`src/rtl/spi_peripheral.sv`:
```
`default_nettype none
// ============================================================================
// Module      : spi_peripheral
// Description : Oversampled SPI target, all four CPOL/CPHA modes, MSB first,
//               with a one-deep transmit holding register and rx strobe.
// Revision    : 1.0 - initial release
// ============================================================================
module spi_peripheral #(
    parameter int DATA_WIDTH  = 8,
    parameter int SYNC_STAGES = 2
) (
    input  logic                  clk,
    input  logic                  rst_n,
    input  logic [DATA_WIDTH-1:0] tx_data,
    input  logic                  tx_valid,
    output logic                  tx_ready,
    output logic [DATA_WIDTH-1:0] rx_data,
    output logic                  rx_valid,
    output logic                  tx_underrun,
    output logic                  busy,
    input  logic                  si,
    output logic                  so,
    output logic                  so_highz,
    input  logic                  sck,
    input  logic                  cs_n,
    input  logic                  phase,
    input  logic                  polarity
);

    localparam int               CNT_W    = $clog2(DATA_WIDTH);
    localparam logic [CNT_W-1:0] CNT_LAST = CNT_W'(DATA_WIDTH - 1);

    typedef enum logic [0:0] {
        ST_IDLE   = 1'b0,
        ST_ACTIVE = 1'b1
    } state_t;

    state_t r_state;
    state_t w_state_next;

    logic [SYNC_STAGES-1:0] r_sck_sync;
    logic [SYNC_STAGES-1:0] r_cs_sync;
    logic [SYNC_STAGES-1:0] r_si_sync;
    logic                   r_sck_d;
    logic                   r_cs_d;

    logic                   r_pha;
    logic                   r_pol;
    logic [CNT_W-1:0]       r_cnt;
    logic [DATA_WIDTH-1:0]  r_rx_shift;
    logic [DATA_WIDTH-1:0]  r_tx_shift;
    logic [DATA_WIDTH-1:0]  r_rx_data;
    logic                   r_rx_valid;
    logic                   r_underrun;
    logic [DATA_WIDTH-1:0]  r_hold;
    logic                   r_hold_valid;

    logic                   w_sck;
    logic                   w_cs;
    logic                   w_si;
    logic                   w_cs_fall;
    logic                   w_cs_rise;
    logic                   w_lead;
    logic                   w_trail;
    logic                   w_sample_edge;
    logic                   w_shift_edge;
    logic                   w_enter;
    logic                   w_exit;
    logic                   w_sample;
    logic                   w_shift;
    logic                   w_load;
    logic                   w_underrun;
    logic [DATA_WIDTH-1:0]  w_load_data;
    logic [DATA_WIDTH-1:0]  w_rx_next;

    // Synchronizers plus one delay flop on sck/cs_n for edge detection.
    always_ff @(posedge clk or negedge rst_n) begin
        if (!rst_n) begin
            r_sck_sync <= '0;
            r_cs_sync  <= '1;
            r_si_sync  <= '0;
            r_sck_d    <= 1'b0;
            r_cs_d     <= 1'b1;
        end else begin
            r_sck_sync <= {r_sck_sync[SYNC_STAGES-2:0], sck};
            r_cs_sync  <= {r_cs_sync[SYNC_STAGES-2:0], cs_n};
            r_si_sync  <= {r_si_sync[SYNC_STAGES-2:0], si};
            r_sck_d    <= r_sck_sync[SYNC_STAGES-1];
            r_cs_d     <= r_cs_sync[SYNC_STAGES-1];
        end
    end

    assign w_sck     = r_sck_sync[SYNC_STAGES-1];
    assign w_cs      = r_cs_sync[SYNC_STAGES-1];
    assign w_si      = r_si_sync[SYNC_STAGES-1];
    assign w_cs_fall = r_cs_d & ~w_cs;
    assign w_cs_rise = ~r_cs_d & w_cs;

    // Leading edge leaves the idle level, trailing edge returns to it.
    assign w_lead        = (r_sck_d == r_pol) && (w_sck != r_pol);
    assign w_trail       = (r_sck_d != r_pol) && (w_sck == r_pol);
    assign w_sample_edge = r_pha ? w_trail : w_lead;
    assign w_shift_edge  = r_pha ? w_lead  : w_trail;

    always_ff @(posedge clk or negedge rst_n) begin
        if (!rst_n) begin
            r_state <= ST_IDLE;
        end else begin
            r_state <= w_state_next;
        end
    end

    // cs_n rising beats any sck edge seen in the same cycle.
    always_comb begin
        w_state_next = r_state;
        w_enter      = 1'b0;
        w_exit       = 1'b0;
        w_sample     = 1'b0;
        w_shift      = 1'b0;
        case (r_state)
            ST_IDLE: begin
                if (w_cs_fall) begin
                    w_state_next = ST_ACTIVE;
                    w_enter      = 1'b1;
                end
            end
            ST_ACTIVE: begin
                if (w_cs_rise) begin
                    w_state_next = ST_IDLE;
                    w_exit       = 1'b1;
                end else begin
                    w_sample = w_sample_edge;
                    w_shift  = w_shift_edge;
                end
            end
            default: begin
                w_state_next = ST_IDLE;
            end
        endcase
    end

    // An empty holding register bypasses a same-cycle tx_data, else sends zero.
    assign w_load      = (w_enter && !phase) || (w_shift && (r_cnt == '0));
    assign w_load_data = r_hold_valid ? r_hold :
                         (tx_valid ? tx_data : '0);
    assign w_underrun  = w_load && !r_hold_valid && !tx_valid;
    assign w_rx_next   = {r_rx_shift[DATA_WIDTH-2:0], w_si};

    always_ff @(posedge clk or negedge rst_n) begin
        if (!rst_n) begin
            r_hold       <= '0;
            r_hold_valid <= 1'b0;
        end else if (w_load) begin
            r_hold_valid <= 1'b0;
        end else if (tx_valid && !r_hold_valid) begin
            r_hold       <= tx_data;
            r_hold_valid <= 1'b1;
        end
    end

    always_ff @(posedge clk or negedge rst_n) begin
        if (!rst_n) begin
            r_pha      <= 1'b0;
            r_pol      <= 1'b0;
            r_cnt      <= '0;
            r_rx_shift <= '0;
            r_tx_shift <= '0;
            r_rx_data  <= '0;
            r_rx_valid <= 1'b0;
            r_underrun <= 1'b0;
        end else begin
            r_rx_valid <= 1'b0;
            r_underrun <= w_underrun;
            if (w_enter) begin
                r_pha      <= phase;
                r_pol      <= polarity;
                r_cnt      <= '0;
                r_rx_shift <= '0;
                r_tx_shift <= phase ? '0 : w_load_data;
            end else if (w_exit) begin
                r_cnt      <= '0;
                r_tx_shift <= '0;
            end else begin
                if (w_sample) begin
                    r_rx_shift <= w_rx_next;
                    r_cnt      <= r_cnt + CNT_W'(1);
                    if (r_cnt == CNT_LAST) begin
                        r_rx_data  <= w_rx_next;
                        r_rx_valid <= 1'b1;
                    end
                end
                if (w_shift) begin
                    r_tx_shift <= (r_cnt == '0) ? w_load_data :
                                  {r_tx_shift[DATA_WIDTH-2:0], 1'b0};
                end
            end
        end
    end

    assign tx_ready    = ~r_hold_valid;
    assign rx_data     = r_rx_data;
    assign rx_valid    = r_rx_valid;
    assign tx_underrun = r_underrun;
    assign busy        = (r_state == ST_ACTIVE);
    assign so          = r_tx_shift[DATA_WIDTH-1];
    assign so_highz    = ~busy;

endmodule
`default_nettype wire
```
`config.mk`:
```
export PLATFORM = sky130hd
export DESIGN_NAME = spi_peripheral
export DESIGN_NICKNAME = d
export VERILOG_FILES = /design/src/rtl/spi_peripheral.sv
export SDC_FILE = /design/constraint.sdc
export NUM_CORES = 1
export LEC_CHECK = 0
export ABC_AREA = 0
export BUFFER_PORTS_ARGS = -buffer_cell sky130_fd_sc_hd__buf_2
export CAP_MARGIN = 20
export CORE_MARGIN = 4
export CORE_UTILIZATION = 35
export CTS_CLUSTER_DIAMETER = 200
export CTS_CLUSTER_SIZE = 12
export DETAILED_ROUTE_END_ITERATION = 10
export RECOVER_POWER = 100
export SYNTH_ARGS = -nofsm -noshare
export SYNTH_HDL_FRONTEND = slang
export SYNTH_SLANG_ARGS = --single-unit
```
`constraint.sdc`:
```
create_clock -name clk -period 3.9 [get_ports clk]
set_input_delay 1.17 -clock clk [delete_from_list [all_inputs] [get_ports clk]]
set_output_delay 1.17 -clock clk [all_outputs]
set_load 0.005 [all_outputs]
```
Word-level counts from Yosys, hierarchy flattened
Cells that the tools add are included.
- output and inout port bits: 14
- register bits: 48
- input bits: 16
- logic and storage cells: 82
- mux-type cells: 31
- bitwise operators: 9
- reduce and logical (&&, ||, !) cells: 19
- add/sub/neg operators: 1
- equal/unequal tests: 6
- operators with widths (kind ; number):
    two-way mux 8 bit ; 7
    two-way mux 7 bit ; 3
    two-way mux 1 bit ; 17
    two-way mux 3 bit ; 3
    logical AND 1 bit ; 7
    NOT 1 bit ; 7
    nonzero test 3 bit ; 2
    AND reduction 2 bit ; 2
    AND reduction 4 bit ; 1
    nonzero test 2 bit ; 2
    adder 3 x 1 -> 3 bit (second input constant) ; 1
    equality test 3 bit (second input constant) ; 1
    zero test 1 bit ; 3
    zero test 3 bit ; 1
    bitwise AND 1 bit ; 2
    equality test 1 bit ; 2
    inequality test 1 bit ; 2
    inequality test 2 bit (second input constant) ; 1
    case mux 1 bit (2 select lines) ; 1
    logical OR 1 bit ; 1

Logic depth before layout (Yosys ltp)
- word-level depth: 9
- mapped depth: 7
- depth with buffers taken out: 6

Worst setup path before layout
No wires, ideal clock.
- kind: input port to flip-flop
- from: input phase
- to: register r_hold[0]
- buffers on the path: 0
- library setup time: 0.125 ns
- setup slack: 1.602 ns
- data arrival time: 2.173 ns
- data required time: 3.775 ns
- cell stages on the path: 4
- cells stage by stage: nor4b_1 -> nor2b_1 -> o31ai_4 -> mux2_2
- longest elaborated chain between the ends: 5
- RTL lines (what ; RTL line ; RTL):
    start: declaration ; 26 ; input logic phase,
    zero test 1 bit ; 143 ; assign w_load = (w_enter && !phase) || (w_shift && (r_cnt == '0));
    logical AND 1 bit ; 143 ;
    logical OR 1 bit ; 143 ;
    NOT 1 bit (no line) ; n/a ;
    AND reduction 2 bit (no line) ; n/a ;
    end signal: assignment ; 156 ; r_hold <= tx_data;
    end: declaration ; 55 ; logic [DATA_WIDTH-1:0] r_hold;
No other way between the ends.
A chain may end at the register's enable or synchronous reset.

Final worst setup path
- from: register r_state, in the netlist busy
- to: output so_highz
- longest elaborated chain between the ends: 1
- RTL lines (what ; RTL line ; RTL):
    start: declaration ; 38 ; state_t r_state;
    start signal: assignment ; 109 ; r_state <= w_state_next;
    NOT 1 bit ; n/a ;
    end: declaration ; 23 ; output logic so_highz,
No other way between the ends.

==> impl_metrics.toml <==
[run_status]
outcome = "completed"

[cells_and_area]
drive_gt1_frac = 0.232
area_growth_pct = 13.9
finalCoreUtilization = 0.410
nets = 229
n_antenna_cell = 0

[critical_path]
max_stage_delay_ns = 0.61
cp-end-kind = "output port"
startpoint_type = "flop"
cp_max_fo = 14
path_cells = "clkinv_1 > clkbuf_1"
crit_arrival_ns = 1.43
path_class = "flop to output port"
crit_slowest_cell = "dfrtp_1"
worstPathRequired_ns = 2.73

[logic_synthesis]
synth_top_area_frac = 0.531
syn_area_um2 = 2120
synth.distinct_cells = 30
synth-edff-count = 0
avgSynthCellArea_um2 = 11.7
ys_ff_latch = 48
synth_cells = 181
async_flop_share = 1.00
synthTopCellsByArea = "dfrtp_1, mux2_2, o21ai_0"
post-synth-top-count-cell = "dfrtp_1"
yosysSeqAreaShare = 0.568
yosysWarnings = 0
yosys-top-cells-count = "dfrtp_1, o21ai_0, mux2_2, nand3_1, clkbuf_1"
synth_top_area_cell = "dfrtp_1"
syn-num-nets = 200
ys.flop_type = "dfrtp_1"

[global_route]
grt_use_total = 0.118
grt_max_degree = 49
grt_overflow = 0
grt_pass1_wl_um = 6880
antenna_found_initial = 0
grt_pass1_vias = 1473

[timing]
skew_ns = 0.00965
period_share = 0.666
slew_viol_final = 0
rsz0062_at_grt = "no"
max_freq_ghz = 0.385
tightest_slew_ns = 1.12
setup_tns_ns = 0
finalSetupViolCount = 0
relSlewSlack = 0.246
finalCriticalPeriod_ns = 2.60
hold_violations = 0

[clock_tree]
clkLatencyLatePin_ns = 0.29
tritoncts = "yes"
post_cts_buffers = 0
htreeDepth = 2
cts-resized-gates = 0
clkSlewWorstSetupHoldPaths_ns = 0.08
root_buffer = "clkbuf_8"
cts.sinks = 48
clockBufferDepth = 2
numCtsBuffers = 5
postCtsHoldBufs = 0

[floorplanning]
start_util = 0.360
chipHeight_um = 85.8
num_rows = 28
ios = 30
coreArea_um2 = 5890
die_w_um = 85.8
die_area_um2 = 7370

[place]
io_buffer_count = 29
dpl.hpwl_um = 2710
gp_congestion = 0.750

[min_path]
hold_class = "flop to flop"

[power_and_ir_drop]
ir_worst_vdd_uv = 253
leakage_uw = 0.00110
power_density_nw_per_um2 = 584

[route]
wl_per_cell_um = 14.0
routed_via_density = 5.14
drt_wl_total_um = 4010
drc_errors = 0
first_pass_iters = 4
first_iter_violations = 76
vias = 1471
drtAntennaViolNets = 0

[job]
maxCapViolCount = 0
==> stage by stage <==
stage / total power, uW / setup slack (ns) / cell area (um^2) / hold WS (ns) / std cells
2_1_floorplan: 1020 / 1.60 / 2120 / 0.331 / 181
3_3_place_gp: 1120 / 1.33 / 2340 / 0.332 / 277
3_5_place_dp: 1130 / 1.27 / 2340 / 0.336 / 277
4_1_cts: 1440 / 1.28 / 2430 / 0.356 / 285
5_1_grt: 1520 / 1.12 / 2410 / 0.361 / 286
6_report: 1410 / 1.30 / 2410 / 0.353 / 286
==> layout by cell type, fill, tap and decap left out <==
cell type,count
clkbuf_1,12
mux2i_2,1
a22oi_1,1
buf_12,1
nor4b_1,1
o21a_1,1
buf_2,20
dfrtp_1,45
ha_1,3
clkinv_1,1
nand2b_1,3
clkinvlp_4,1
o21ai_0,26
nor2b_1,5
dfstp_2,1
dfstp_1,2
clkbuf_8,6
xnor2_1,1
and2_0,1
nor3_1,2
a211o_1,7
a22o_1,7
nor3b_1,1
nand3_1,19
a21oi_1,1
inv_1,5
o21ai_1,1
mux2_2,19
o31ai_1,1
mux2i_1,1
nand2_1,6
nor2_1,2
a2bb2oi_1,7
==> final cells by class <==
type / count / area, um^2
Fill cell: 586 / 3470
Sequential cell: 48 / 1200
Multi-Input combinational cell: 117 / 838
Timing Repair Buffer: 32 / 161
Tap cell: 75 / 93.8
Clock buffer: 7 / 86.3
Inverter: 6 / 22.5
Clock inverter: 1 / 7.51
==> registers in the layout (all words and copies together) (netlist names), 2 cells and up <==
signal / count
r_cnt: 3
r_si_sync: 2
rx_data: 8
r_cs_sync: 2
r_rx_shift: 7
r_sck_sync: 2
r_hold: 8
r_tx_shift: 8
==> kinds of logic after synthesis <==
group,share of synthesized area
AO/OA/AOI/OAI,0.172
flip-flops,0.568
AND/OR/NAND/NOR,0.0979
multiplexers,0.112
buffers and inverters,0.0283
adder cells (fa/ha/maj),0.0177
XOR/XNOR,0.00413
==> report_power, final <==
part | switching, uW | leakage (uW) | total, uW | internal (uW)
logic | 201 | 0.000458 | 402 | 201
registers | 85.5 | 0.000600 | 705 | 619
clock network | 158 | 0.0000445 | 302 | 144
total | 445 | 0.00110 | 1410 | 965
==> routing by layer <==
layer,track usage,vias up,wire (um)
li1,-,719,-
met5,0,-,0
met3,0.0269,4,191
met1,0.157,720,1840
met2,0.184,28,1910
met4,0.0518,0,59
==> worst paths after layout <==
check	cells past startpoint	to	slack, ns	startpoint
setup / recovery	2	so_highz	1.30	busy
hold / removal	0	r_sck_sync[1]	0.35	r_sck_sync[0]
max in group asynchronous	2	r_cs_sync[0]	2.51	rst_n
hold reg to reg	0	r_sck_sync[1]	0.35	r_sck_sync[0]
setup reg to reg	5	r_hold[2]	1.34	r_cs_d
min in group asynchronous	1	rx_data[5]	0.77	rst_n
==> critical path, delay by kind of cell (launching register included) <==
family	cells	cell delay, ns
flops	1	0.61
buf+inv	2	0.53
Power figures use the tool's default switching activity.
